===== src/rtl/window_linebuffer_pkg.sv =====
// Shared types and default geometry for the logistic-regression front end.
// The window line buffer and its testbench both import this package.
package lr_pkg;

    localparam int PW    = 7;
    localparam int K     = 9;
    localparam int IMG_W = 28;
    localparam int IMG_H = 28;

    // Number of complete KxK windows in one frame.
    localparam int WIN_PER_FRAME = (IMG_H - K + 1) * (IMG_W - K + 1);

    typedef logic [PW-1:0] pixel_t;
    typedef pixel_t [0:K*K-1] window_t;

    typedef enum logic [1:0] {
        ST_IDLE,
        ST_ACTIVE,
        ST_DONE
    } state_t;

endpackage


===== src/rtl/window_linebuffer_line_ram.sv =====
// One image line of pixel storage with a single shared address.
// A read and a write at the same address in one cycle returns the old data.
module line_ram #(
    parameter int DEPTH = 28,
    parameter int WIDTH = 7,
    parameter int AW    = $clog2(DEPTH)
) (
    input  logic             clk,
    input  logic             we,
    input  logic [AW-1:0]    addr,
    input  logic [WIDTH-1:0] din,
    output logic [WIDTH-1:0] dout
);

    logic [WIDTH-1:0] mem [0:DEPTH-1];

    always_ff @(posedge clk) begin
        if (we) begin
            mem[addr] <= din;
        end
    end

    // The window register samples this in the same cycle the column is
    // overwritten, so the read must see the pre-write contents.
    assign dout = mem[addr];

endmodule


===== src/rtl/window_linebuffer.sv =====
// Raster-order pixel stream to KxK sliding window, with K-1 line stores.
// Emits one registered window per accepted pixel once the window is complete.
module window_linebuffer
    import lr_pkg::*;
#(
    parameter int IMG_W = lr_pkg::IMG_W,
    parameter int IMG_H = lr_pkg::IMG_H,
    parameter int K     = lr_pkg::K,
    parameter int PW    = lr_pkg::PW
) (
    input  logic                     clk,
    input  logic                     rst,
    input  logic [PW-1:0]            pix_in,
    input  logic                     pix_valid,
    input  logic                     sof,
    output logic [PW-1:0]            xarray [0:K*K-1],
    output logic                     win_valid,
    output logic [$clog2(IMG_H)-1:0] win_row,
    output logic [$clog2(IMG_W)-1:0] win_col,
    output logic                     frame_done
);

    localparam int CW = $clog2(IMG_W);
    localparam int RW = $clog2(IMG_H);
    localparam int NL = K - 1;

    state_t          state_reg;
    logic [CW-1:0]   col_reg;
    logic [RW-1:0]   row_reg;
    logic [PW-1:0]   win_reg [0:K*K-1];

    logic            accept;
    logic            last_px;
    logic            win_ok;
    logic [CW-1:0]   proc_col;
    logic [RW-1:0]   proc_row;
    logic [PW-1:0]   lb_in   [0:NL-1];
    logic [PW-1:0]   lb_out  [0:NL-1];
    logic [PW-1:0]   new_col [0:K-1];

    // sof wins in every state: it restarts the frame at (0,0).
    assign accept   = pix_valid && (sof || (state_reg == ST_ACTIVE));
    assign proc_col = sof ? '0 : col_reg;
    assign proc_row = sof ? '0 : row_reg;
    assign last_px  = (proc_row == RW'(IMG_H - 1)) && (proc_col == CW'(IMG_W - 1));
    assign win_ok   = (proc_row >= RW'(K - 1)) && (proc_col >= CW'(K - 1));

    // Line stores form a vertical shift chain: lb[0] is the newest line.
    generate
        for (genvar gi = 0; gi < NL; gi++) begin : g_line
            if (gi == 0) begin : g_head
                assign lb_in[gi] = pix_in;
            end else begin : g_tail
                assign lb_in[gi] = lb_out[gi-1];
            end

            line_ram #(
                .DEPTH (IMG_W),
                .WIDTH (PW)
            ) u_line (
                .clk  (clk),
                .we   (accept),
                .addr (proc_col),
                .din  (lb_in[gi]),
                .dout (lb_out[gi])
            );

            // Window row 0 is the oldest line, held in the last store.
            assign new_col[gi] = lb_out[NL-1-gi];
        end
    endgenerate

    assign new_col[K-1] = pix_in;

    always_ff @(posedge clk or posedge rst) begin
        if (rst) begin
            state_reg  <= ST_IDLE;
            col_reg    <= '0;
            row_reg    <= '0;
            win_valid  <= 1'b0;
            frame_done <= 1'b0;
            win_row    <= '0;
            win_col    <= '0;
            for (int i = 0; i < K*K; i++) begin
                win_reg[i] <= '0;
            end
        end else begin
            win_valid  <= 1'b0;
            frame_done <= 1'b0;
            if (accept) begin
                for (int r = 0; r < K; r++) begin
                    for (int c = 0; c < K-1; c++) begin
                        win_reg[r*K+c] <= win_reg[r*K+c+1];
                    end
                    win_reg[r*K+K-1] <= new_col[r];
                end

                // Windows that straddle a line wrap are never flagged valid.
                if (win_ok) begin
                    win_valid  <= 1'b1;
                    win_row    <= proc_row - RW'(K - 1);
                    win_col    <= proc_col - CW'(K - 1);
                    frame_done <= last_px;
                end

                if (last_px) begin
                    col_reg   <= '0;
                    row_reg   <= '0;
                    state_reg <= ST_DONE;
                end else if (proc_col == CW'(IMG_W - 1)) begin
                    col_reg   <= '0;
                    row_reg   <= proc_row + 1'b1;
                    state_reg <= ST_ACTIVE;
                end else begin
                    col_reg   <= proc_col + 1'b1;
                    row_reg   <= proc_row;
                    state_reg <= ST_ACTIVE;
                end
            end
        end
    end

    generate
        for (genvar gi = 0; gi < K*K; gi++) begin : g_out
            assign xarray[gi] = win_reg[gi];
        end
    endgenerate

endmodule


===== config.mk =====
export PLATFORM = sky130hd
export DESIGN_NAME = window_linebuffer
export DESIGN_NICKNAME = d
export VERILOG_FILES = /design/src/rtl/window_linebuffer_pkg.sv /design/src/rtl/window_linebuffer_line_ram.sv /design/src/rtl/window_linebuffer.sv
export SDC_FILE = /design/constraint.sdc
export NUM_CORES = 2
export LEC_CHECK = 0
export CAP_MARGIN = 20
export CORE_ASPECT_RATIO = 1.4
export CORE_MARGIN = 2
export CORE_UTILIZATION = 30
export CTS_BUF_LIST = sky130_fd_sc_hd__clkbuf_4 sky130_fd_sc_hd__clkbuf_8 sky130_fd_sc_hd__clkbuf_16
export CTS_CLUSTER_SIZE = 40
export DETAILED_ROUTE_END_ITERATION = 7
export GPL_ROUTABILITY_DRIVEN = 0
export GPL_TIMING_DRIVEN = 0
export PLACE_DENSITY = 0.48
export SETUP_SLACK_MARGIN = 0.02
export SLEW_MARGIN = 10
export SYNTH_ARGS = -nofsm -noshare
export SYNTH_HDL_FRONTEND = slang
export SYNTH_HIERARCHICAL = 1
export SYNTH_SLANG_ARGS = --single-unit

===== constraint.sdc =====
create_clock -name clk -period 29.1 [get_ports clk]
set_input_delay 7.275 -clock clk [delete_from_list [all_inputs] [get_ports clk]]
set_output_delay 7.275 -clock clk [all_outputs]
set_load 0.01 [all_outputs]

==> Word-level counts from Yosys, hierarchy flattened <==
Memories as Yosys holds them, arrays and structs flattened. A register that Yosys moved wholly into a read port is not among the register bits.
Cells that the tools add are included.
{ "totals": {"register_bits": 584, "latchBits": 0, "mem_bits_rw": 1568, "mem_bits_ro": 0, "wordCells": 122, "mem_count": 8} }
{ "classes": {"n_addsub": 4, "n_mul": 0, "div": 0, "n_lt_le_gt_ge": 2, "eq_ne": 3, "n_shift": 0, "n_mux": 13, "bitwise": 0, "n_reduce_logical": 5} }
{ "memory_table": {"columns": ["name", "words", "width", "rd", "rd_ports_with_merged_regs", "write_ports", "line_no", "rtl"], "rows": [
  ["g_line[0].u_line.mem", 28, 7, 1, 0, 1, "window_linebuffer_line_ram.sv:15", "logic [WIDTH-1:0] mem [0:DEPTH-1];"],
  ["g_line[1].u_line.mem", 28, 7, 1, 0, 1, "window_linebuffer_line_ram.sv:15", null],
  ["g_line[2].u_line.mem", 28, 7, 1, 0, 1, "window_linebuffer_line_ram.sv:15", null],
  ["g_line[3].u_line.mem", 28, 7, 1, 0, 1, "window_linebuffer_line_ram.sv:15", null],
  ["g_line[4].u_line.mem", 28, 7, 1, 0, 1, "window_linebuffer_line_ram.sv:15", null],
  ["g_line[5].u_line.mem", 28, 7, 1, 0, 1, "window_linebuffer_line_ram.sv:15", null],
  ["2 more memories", null, null, null, null, null, null, null]
]} }
{ "op_table": {"columns": ["cell", "count"], "rows": [
  ["5-bit 2-to-1 mux", 6],
  ["5-bit by 1-bit adder with 5-bit output, second input constant", 2],
  ["5-bit equality test, second input constant", 2],
  ["5-bit by 4-bit greater-or-equal comparator with 1-bit output, second input constant", 2],
  ["5-bit by 4-bit subtractor with 5-bit output, second input constant", 2],
  ["1-bit 2-to-1 mux", 6],
  ["1-bit logical AND", 3],
  ["2-bit by 1-bit equality test with 1-bit output, second input constant", 1],
  ["2-bit 2-to-1 mux", 1],
  ["2-bit AND reduction", 1],
  ["1-bit logical OR", 1]
]} }

==> Longest topological paths before layout <==
{ "depth": {"depth_word": 5, "depth_mapped": 12, "ltp_nobuf": 8} }

==> Hierarchy <==
Netlist, hierarchy kept.
{ "by_module_without_submodules": {"columns": ["mod", "instances", "cells_each", "area_each_um2", "seq_area_each_um2"], "rows": [
  ["line_ram", 8, 407, 7778.7, 5885.6],
  ["window_linebuffer", 1, 2514, 22342.7, 14789.2]
]} }

==> Worst setup path after synthesis <==
OpenSTA, ideal clock, no wires.
{ "synth_timing": {"path_type": "input -> register", "start": "input sof", "end": "memory g_line[1].u_line.mem[0][2] (data pin)", "setup_time_ps": 471, "t_arrival_ps": 10587, "required_ps": 28629, "slack_ps": 18042, "stages": 8, "n_path_buf": 4, "cell_sequence": "clkbuf_1 -> nor2b_1 -> buf_6 -> buf_8 -> buf_6 -> mux4_2 -> a31oi_1 -> nand4_1"} }
{ "synth_lines": {"columns": ["item", "line_no", "rtl"], "rows": [
  ["from (decl)", "window_linebuffer.sv:15", "input logic sof,"],
  ["to (decl)", "window_linebuffer_line_ram.sv:15", null]
]} }

==> flow_metrics.py <==
metrics = {
    "setup_path": {
        "crit_fanout": 32,
        "regToRegSetupSlack_ps": 24260,
        "r2r_cells": 11,
        "critPathLaunch": "sof",
        "r2r_start": "state_reg[1]$_DFFE_PP0P_",
        "crit_required_ps": 29660,
        "cp.arrival_ps": 12010,
        "endpoint_kind": "flop",
        "critPathKind": "input pin to flop",
        "cp-start-kind": "input pin",
    },
    "floorplan": {
        "rows": 230,
        "initial_core_util": 0.302,
        "coreArea_mm2": 0.280,
        "die_area_mm2": 0.286,
        "dieHeight_um": 632,
        "io_pins": 590,
        "die_w_um": 453,
    },
    "cts": {
        "clockBufferDepth": 4,
        "clk_pin_slew_ps": 60,
        "clock-sinks": 2159,
        "cts_hold_buffers": 0,
        "cts_tree": "done",
        "numCtsBuffers": 224,
        "h-tree-depth": 4,
        "clk_latency_ps": 890,
        "cts_resized": 0,
        "post_cts_buffers": 0,
        "cts_root_buf": "clkbuf_16",
    },
    "routing": {
        "wl_um": 258000,
        "drt-vias-per-instance": 4.82,
        "vias": 51100,
        "drt-initial-drc-count": 3874,
        "drc": 0,
        "wl_per_cell_um": 24.3,
        "dr.pass1.iters": 8,
        "postRouteAntennaNets": 0,
    },
    "yosys": {
        "async_flop_share": 0.274,
        "syn_inst": 5770,
        "synth.top_cells.by_area": "edfxtp_1 56%, dfrtp_1 17%, nand2_1 7.9%, mux4_2 4.7%, mux2i_1 4.3%",
        "synth_fa_ha_area_frac": 0.000592,
        "synthSimpleGateAreaFrac": 0.116,
        "synth_top_area_frac": 0.557,
        "synthMuxAreaShare": 0.106,
        "synth_xor_xnor_area_share": 0,
        "syn-cell-area_mm2": 0.0846,
        "ys_warn_count": 6,
        "synth_seq_cells": 2159,
        "synth_top_family_by_area": "simple AND/OR/NAND/NOR gates",
        "synth_edf_count": 1568,
        "synth_top_flop_cell": "edfxtp_1",
        "seq_area_frac_synth": 0.732,
        "synth_compound_area_frac": 0.0250,
        "synth_most_common_cell": "nand2_1",
        "ys_types": 50,
        "syn_area_per_cell_um2": 14.7,
        "synth.top_cells.by_count": "1,774 x nand2_1, 1,568 x edfxtp_1, 591 x dfrtp_1, 362 x mux2i_1, 240 x nor2_1",
        "syn_nets": 5785,
        "yosysTopAreaCell": "edfxtp_1",
    },
    "min_path": {
        "hold_class": "flop to flop",
        "hold_depth": 2,
        "hold_start": "xarray[184]$_DFFE_PP0P_",
    },
    "grt": {
        "grt_pass1_vias": 52500,
        "grt-ovfl-total": 0,
        "globalRouteTotalUtil": 0.176,
        "antenna_found_initial": 15,
        "grt_first_pass_wirelength_um": 373000,
        "grt_start_max_net_pins": 111,
    },
    "final_layout": {
        "area_growth_pct": 23.3,
        "instances_no_fill": 10600,
        "largest_register_ffs": 1568,
        "final_nets": 6723,
        "drive_gt1_frac": 0.129,
        "fillerInstances": 26700,
        "postLayoutCoreUtil": 0.372,
        "regMostFlops": "g_line.u_line/mem",
    },
    "timing": {
        "period_share": 0.393,
        "setup_violations": 0,
        "worst_pin_slew_ps": 1090,
        "skew_ps": 83.2,
        "fmax_mhz": 87.3,
        "finalHoldViolations": 0,
        "relSlewSlack": 0.267,
        "grt_setup_unrepaired": "false",
        "period_needed_ps": 11450,
        "whs_ps": 473,
        "setup_slack_ps": 17650,
        "drv_slew": 0,
    },
    "placement": {
        "dp_slack_ps": 16830,
        "place_inst": 10200,
        "dp_hpwl_um": 185000,
        "io_buffers": 589,
    },
    "power_and_ir_drop": {
        "p_per_area_mw_per_mm2": 87.9,
        "ir_drop_mv": 0.0880,
        "finalPower_mw": 9.17,
        "p_leak_nw": 38.4,
    },
    "job": {
        "maxCapViolations": 0,
    },
    "outcome": {
        "status": "finished clean",
    },
}
## kinds of logic after synthesis
logic type               Yosys count
AO/OA/AOI/OAI                    309
multiplexers                     602
adder cells (fa/ha/maj)            4
flip-flops                      2159
buffers and inverters            316
AND/OR/NAND/NOR                 2380
## path summary, 6_finish.rpt
path / end
min in group asynchronous: xarray[456]$_DFFE_PP0P_
min: xarray[184]$_DFFE_PP0P_
max in group asynchronous: xarray[129]$_DFFE_PP0P_
max: g_line[1].u_line/mem[2][4]$_DFFE_PP_
max reg2reg: g_line[6].u_line/mem[4][1]$_DFFE_PP_
min reg2reg: xarray[184]$_DFFE_PP0P_
## layout make-up
class,count,area [um^2],share of cell area
flip-flops and latches,2159,61900,0.593
multi-input cells,3295,21000,0.201
repair buffers,712,7510,0.0720
clock buffers,276,6070,0.0582
well taps,3712,4640,0.0445
plain buffers,307,1740,0.0167
clock inverters,134,1380,0.0132
inverters,9,46.3,0.000444
diodes,5,12.5,0.000120
## critical path, cell delays in order
cell,delay [ps]
clkdlybuf4s50_1,600
clkbuf_1,530
clkbuf_1,420
nand2b_1,250
inv_4,60
buf_16,220
buf_2,270
buf_2,260
mux4_2,330
o21ai_0,480
nand4_1,780
buf_6,440
## cell usage in the layout (no fill, tap or decap), types with 15 or more instances in the layout
master,instances
clkinv_2,40
o22ai_1,48
buf_8,37
bufinv_16,26
clkdlybuf4s50_1,588
dfrtp_1,591
buf_6,68
buf_16,15
clkbuf_1,146
clkbuf_16,226
nor2_1,240
edfxtp_1,1568
nand3b_1,40
a31oi_1,40
and2_1,26
o21ai_0,47
clkinv_1,43
mux2_2,18
nor3_1,32
nand4_1,43
mux4_2,176
clkbuf_4,44
nand2b_1,19
or3b_2,16
nand3_1,81
a221oi_1,32
mux2i_1,362
nor2b_1,64
buf_4,59
a22oi_1,73
a21oi_1,26
mux4_1,40
buf_2,91
nand2_1,1774
## where the power goes
part	total [mW]	internal [mW]	switching, mW	leakage (nW)
Sequential	4.12	3.82	0.306	21.8
Combinational	2.11	0.903	1.20	12.9
Clock	2.93	1.71	1.22	3.69
## per-stage QoR
stage	instance area, um^2	setup TNS, ps
2_1_floorplan	84600	0
3_3_place_gp	95100	-1685880
3_5_place_dp	96800	0
4_1_cts	104000	0
5_1_grt	104000	0
6_report	104000	0
## layer usage
metal  GRT usage  vias up  share of wire
li1            -    22900              -
met1       0.209    26300           0.39
met2       0.315     1599           0.51
met3      0.0405      405          0.066
met4      0.0492        2          0.030
met5           0        -       0.000050
(Power assumes the default switching activity.)
